### config.mk
export PLATFORM = sky130hd
export DESIGN_NAME = sseg_capture
export DESIGN_NICKNAME = d
export VERILOG_FILES = /design/src/rtl/sseg_pkg.sv /design/src/rtl/sseg_to_code.sv /design/src/rtl/sseg_capture.sv
export SDC_FILE = /design/constraint.sdc
export NUM_CORES = 1
export LEC_CHECK = 0
export CORE_UTILIZATION = 39
export CTS_CLUSTER_DIAMETER = 120
export DETAILED_ROUTE_END_ITERATION = 6
export PLACE_DENSITY_LB_ADDON = 0.05
export REMOVE_ABC_BUFFERS = 1
export SKIP_CTS_REPAIR_TIMING = 1
export SLEW_MARGIN = 10
export SYNTH_ARGS = -nofsm -noshare
export SYNTH_HDL_FRONTEND = slang
export SYNTH_SLANG_ARGS = --single-unit
### constraint.sdc
create_clock -name clk -period 2.8 [get_ports clk]
set_input_delay 0.56 -clock clk [delete_from_list [all_inputs] [get_ports clk]]
set_output_delay 0.56 -clock clk [all_outputs]
set_load 0.005 [all_outputs]
### src/rtl/sseg_pkg.sv
// Shared constants for the seven-segment capture path: active-low segment
// patterns (bit6=g .. bit0=a), decoded code values and the capture FSM states.
package sseg_pkg;

   localparam logic [6:0] SEG_0     = 7'b1000000;
   localparam logic [6:0] SEG_1     = 7'b1111001;
   localparam logic [6:0] SEG_2     = 7'b0100100;
   localparam logic [6:0] SEG_3     = 7'b0110000;
   localparam logic [6:0] SEG_4     = 7'b0011001;
   localparam logic [6:0] SEG_5     = 7'b0010010;
   localparam logic [6:0] SEG_6     = 7'b0000010;
   localparam logic [6:0] SEG_7     = 7'b1111000;
   localparam logic [6:0] SEG_8     = 7'b0000000;
   localparam logic [6:0] SEG_9     = 7'b0010000;
   localparam logic [6:0] SEG_DASH  = 7'b0111111;
   localparam logic [6:0] SEG_BLANK = 7'b1111111;

   localparam logic [3:0] CODE_DASH    = 4'd10;
   localparam logic [3:0] CODE_BLANK   = 4'd11;
   localparam logic [3:0] CODE_INVALID = 4'd15;

   typedef enum logic [1:0] {
      st_idle,
      st_settle,
      st_captured
   } cap_state_t;

endpackage

### src/rtl/sseg_to_code.sv
// Combinational decode of one active-low segment pattern back to its 4-bit code.
module sseg_to_code
   import sseg_pkg::*;
(
   input  logic [6:0] seg,
   output logic [3:0] code,
   output logic       invalid
);

   always_comb begin
      code    = CODE_INVALID;
      invalid = 1'b0;
      case (seg)
         SEG_0:     code = 4'd0;
         SEG_1:     code = 4'd1;
         SEG_2:     code = 4'd2;
         SEG_3:     code = 4'd3;
         SEG_4:     code = 4'd4;
         SEG_5:     code = 4'd5;
         SEG_6:     code = 4'd6;
         SEG_7:     code = 4'd7;
         SEG_8:     code = 4'd8;
         SEG_9:     code = 4'd9;
         SEG_DASH:  code = CODE_DASH;
         SEG_BLANK: code = CODE_BLANK;
         default:   invalid = 1'b1;
      endcase
   end

endmodule

### src/rtl/sseg_capture.sv
// Snoops a multiplexed active-low seven-segment bus and rebuilds per-digit codes.
//   state       | meaning
//   st_idle     | no single anode driven, counter held at 0
//   st_settle   | one anode low, counting cycles the (an, sseg) pair holds
//   st_captured | pattern written, waiting for the pair to change
module sseg_capture
   import sseg_pkg::*;
#(
   parameter int N_DIGITS      = 4,
   parameter int STABLE_CYCLES = 4
) (
   input  logic                  clk,
   input  logic                  rst,
   input  logic [6:0]            sseg,
   input  logic [N_DIGITS-1:0]   an,
   output logic [4*N_DIGITS-1:0] bcd,
   output logic [N_DIGITS-1:0]   digit_valid,
   output logic                  upd,
   output logic                  err,
   output logic                  frame_done
);

   localparam int CW = $clog2(STABLE_CYCLES + 1);
   localparam logic [CW-1:0] CNT_TC = CW'(STABLE_CYCLES);

   logic [N_DIGITS-1:0] an_m, an_s, an_p, an_low, seen;
   logic [6:0]          sseg_m, sseg_s, sseg_p;
   logic [CW-1:0]       cnt, cnt_nxt;
   logic [3:0]          code;
   logic                invalid, one_hot, changed, cap;
   cap_state_t          state;

   sseg_to_code u_dec (
      .seg     (sseg_s),
      .code    (code),
      .invalid (invalid)
   );

   assign an_low  = ~an_s;
   assign one_hot = $onehot(an_low);
   assign changed = (an_s != an_p) || (sseg_s != sseg_p);

   // A changed pair always restarts the run at 1, so a new digit settles fresh.
   always_comb begin
      cnt_nxt = '0;
      case (state)
         st_settle:   cnt_nxt = changed ? (one_hot ? CW'(1) : '0)
                                        : ((cnt == CNT_TC) ? cnt : cnt + CW'(1));
         st_captured: cnt_nxt = changed ? (one_hot ? CW'(1) : '0) : cnt;
         default:     cnt_nxt = one_hot ? CW'(1) : '0;
      endcase
      cap = one_hot && (cnt_nxt == CNT_TC) && ((state != st_captured) || changed);
   end

   always_ff @(posedge clk) begin
      if (rst) begin
         an_m        <= '1;
         an_s        <= '1;
         an_p        <= '1;
         sseg_m      <= '1;
         sseg_s      <= '1;
         sseg_p      <= '1;
         state       <= st_idle;
         cnt         <= '0;
         seen        <= '0;
         bcd         <= '1;
         digit_valid <= '0;
         upd         <= 1'b0;
         err         <= 1'b0;
         frame_done  <= 1'b0;
      end else begin
         an_m       <= an;
         an_s       <= an_m;
         an_p       <= an_s;
         sseg_m     <= sseg;
         sseg_s     <= sseg_m;
         sseg_p     <= sseg_s;
         cnt        <= cnt_nxt;
         upd        <= 1'b0;
         err        <= 1'b0;
         frame_done <= 1'b0;

         if (cap)
            state <= st_captured;
         else if (cnt_nxt == '0)
            state <= st_idle;
         else if (state == st_idle || changed)
            state <= st_settle;

         if (cap) begin
            upd <= 1'b1;
            err <= invalid;
            for (int i = 0; i < N_DIGITS; i++) begin
               if (an_low[i]) begin
                  bcd[4*i +: 4]  <= code;
                  digit_valid[i] <= ~invalid;
               end
            end
            // The capture that completes the set reports the frame and starts a new one.
            if ((seen | an_low) == {N_DIGITS{1'b1}}) begin
               frame_done <= 1'b1;
               seen       <= '0;
            end else begin
               seen <= seen | an_low;
            end
         end
      end
   end

endmodule
==> results by group <==
Timing
  • Highest Clock Rate: 0.366 GHz
  • Slew @ Worst Pin: roughly 700 ps
  • Unrepaired setup endpoints after global routing: true
  • Rel. slew slack: 54.1%
  • Setup TNS: 0 ps
  • Max Slew Vio Count: 0
  • Final Hold Vio Count: 0
  • Min Clock Period, post-route: approximately 2700 ps
  • Tcrit/Tclk final: between 90% and 100%
  • Final Setup Violations: 0
  • Clk_skew: ~6.3 ps

Layout
  • # diodes: 0
  • Commonest non-fill, non-tap cell in the layout: dfxtp_1
  • Layout cells sized above 1: ~23%
  • Final Non-Filler Cells: between 400 and 500
  • Nets: about 360
  • Most frequent cells in the layout: 64 x dfxtp_1, 35 x clkdlybuf4s50_1, 31 x or2_2
  • Synthesis-to-finish area growth: 24.4%
  • Filler Cell Count: 658

Synth
  • Area of the mapped netlist: approximately 0.0029 mm²
  • Post-Synth Adder-Cell Area: 3.78%
  • Mapped Avg Cell Area: approximately 9.7 µm²
  • Synth area leader: dfxtp_1
  • Netlist cell types: between 50 and 60
  • Xor-xnor portion of the synthesized cell area: 3.99%
  • Largest family of logic cells by synthesized area: simple AND/OR/NAND/NOR gates
  • Yosys top cell area share: 45.7%
  • Seq/Total Area, Yosys: 45.7%
  • Ys Warns: 0
  • FF+latch count, synth: 65
  • Portion of netlist area occupied by mux cells: 5.44%
  • Compound-gate portion of the synthesized area: approximately 11%
  • Simple-Gate Fraction of Synth Area: around a quarter
  • Top cells by area, synth: dfxtp_1 46%, or2_2 6.8%, mux2i_1 4.9%
  • Cells after Synth: approximately 300

Worst setup path
  • WP data arrival: roughly 3000 ps
  • Crit end category: register
  • CP startpoint kind: register
  • CP delay by family, top: adder cells
  • Critical path type: reg -> reg
  • Worst path cell trace: fa_1 > inv_1 > ha_1 > ha_1 > or3b_4 > nor3b_2 > and3b_2 > buf_4 > a31oi_2 > a21boi_1
  • Worst-path fanout max: 4
  • Buf/Inv on CP: 2
  • Critical Path Max Stage Delay: approximately 530 ps
  • CP max stage cell: fa_1
  • Worst path required time: ~3000 ps
  • CP dominant cell by count: ha_1

Pwr
  • Peak VDD IR: between 0.0003 and 0.0004 V
  • PwrDens: between 500 and 600 mW/mm²
  • Leakage: around 1.4 nW
  • Comb pwr share: ~9%
  • Switching Share: between 20% and 30%
  • Clock power share: between 40% and 50%
  • Tot Pwr: 2.02 mW
  • Seq pwr share: between 40% and 50%
  • Int Power: roughly 1.5 mW
  • Psw: 489 µW

GRT
  • Vias in the first global route: 1902
  • Total track usage: about 16%
  • Total gr overflow: 0
  • First-pass GRT wire length: 9.25 mm
  • Initial antenna violation count: 0
  • Pin count of the biggest net entering global routing: 30

Die
  • CORE AREA: 0.00694 mm²
  • Ports: 36
  • Die Wd: 87.5 µm
  • Die H: a little under 90 µm
  • Row cnt: 30
  • Initial Utilization: 41.0%
  • Die area: between 0.007 and 0.008 mm²

Routing
  • DR WL/cell: about 13 µm
  • Vias post-DR: 2164
  • Vias/cell: roughly 5.0
  • Initial DRC count: approximately 110
  • Post-route ant nets: 0
  • DR DRC count: 0
  • Final WL: 5.77 mm
  • DR pass1 iterations: 4

Clocking
  • CTS Buf Count: 9
  • Longest Clk Path Bufs: 2
  • Clock sink count: 65
  • CTS tree: yes
  • Worst skew pair latency: roughly 340 ps
  • CTS Root Cell: clkbuf_8
  • H-tree depth: 3
  • Clk slew on worst S/H paths: ~70 ps

Placement
  • DP HPWL: just over 4 mm
  • Routability cong.: between 0.7 and 0.8
  • # placed instances: approximately 420
  • PortBufs: 35

Run status
  • Status: finished clean

Job
  • Max-Cap Viols: 0

Worst hold path
  • HP Class: reg -> reg
==> registers in the layout (all words and copies together) (netlist names) <==
name         cells
an_m             4
an_p             4
an_s             4
bcd             16
cnt              3
digit_valid      4
err              1
frame_done       1
seen             4
sseg_m           7
sseg_p           7
sseg_s           7
state            2
upd              1
==> final timing paths <==
path,startpoint,slack (ps),cells past startpoint,to
setup reg to reg,an_s[0],70,10,seen[1]
hold reg to reg,an_m[2],410,1,an_s[2]
setup / recovery,an_s[0],70,10,seen[1]
hold / removal,an_m[2],410,1,an_s[2]
==> worst register-to-register path, cell delays in order (launching register included) <==
cell	delay (ps)
dfxtp_2	330
fa_1	530
inv_1	40
ha_1	170
ha_1	270
or3b_4	410
nor3b_2	220
and3b_2	250
buf_4	130
a31oi_2	120
a21boi_1	160
==> routing by layer <==
metal	wire (µm)	GRT usage, %
met4	54	5.81
met5	0	0
met1	2830	20.8
met2	2610	25.1
met3	274	5.59
==> cells by family (layout without fill, tap and decap cells) <==
| kind of cell | after synthesis | after routing |
|---|---|---|
| AND/OR/NAND/NOR | 121 | 121 |
| XOR/XNOR | 13 | 13 |
| multiplexers | 15 | 15 |
| buffers and inverters | 30 | 76 |
| AO/OA/AOI/OAI | 43 | 43 |
| adder cells (fa/ha/maj) | 8 | 8 |
| flip-flops | 65 | 65 |
==> area by class of cell <==
class,instances,area (µm²),area share (%)
clock buffer,11,131,3.71
clock inverter,5,80.1,2.26
inverter,14,52.6,1.48
multi-input combinational,200,1430,40.2
sequential,65,1300,36.7
tap,96,120,3.39
timing repair buffer,46,433,12.2
==> Yosys cell counts (all sizes together) <==
cell type  count
and4           1
nor3           6
xnor2         13
nor2b          4
a22oi          1
nor4           2
o21a           4
a31oi          5
a2111oi        2
nand2b         2
a21oi          7
inv           14
fa             1
buf           10
or4            1
dfxtp         65
nor2          25
nor4b          2
o311ai         2
nand3         10
and4bb         1
or3            4
and3           8
a221oi         1
a21boi         1
a21o           2
and3b          1
nand2         12
clkbuf         6
o21ai          7
or2           31
mux2i         14
o31ai          1
or3b           1
nor3b          3
o221ai         1
o22ai          2
ha             7
o211ai         3
mux2           1
a211oi         4
nand4          7
==> per-stage QoR <==
| stage | setup WS, ps | instance area, µm² | hold slack (ps) | util (%) |
|---|---|---|---|---|
| floorplan | -27.9 | 2740 | 389 | - |
| global placement | 19.4 | 3290 | 391 | 47.4 |
| detailed placement | -39.4 | 3290 | 392 | 47.4 |
| CTS | -63.5 | 3510 | 410 | 50.5 |
| global route | -29.9 | 3550 | 416 | 51.1 |
| finish | 71.3 | 3550 | 409 | 51.1 |
==> power by group through the flow <==
stage          clock [mW]  combinational (mW)  sequential [mW]
6_report            0.873               0.182            0.966
5_1_grt             0.938               0.202            0.969
4_1_cts             0.890               0.180            0.966
3_5_place_dp            0               0.179            0.987
3_3_place_gp            0               0.175            0.987
2_1_floorplan           0               0.113            0.983
Note: power is estimated with default switching activity, not from simulation.
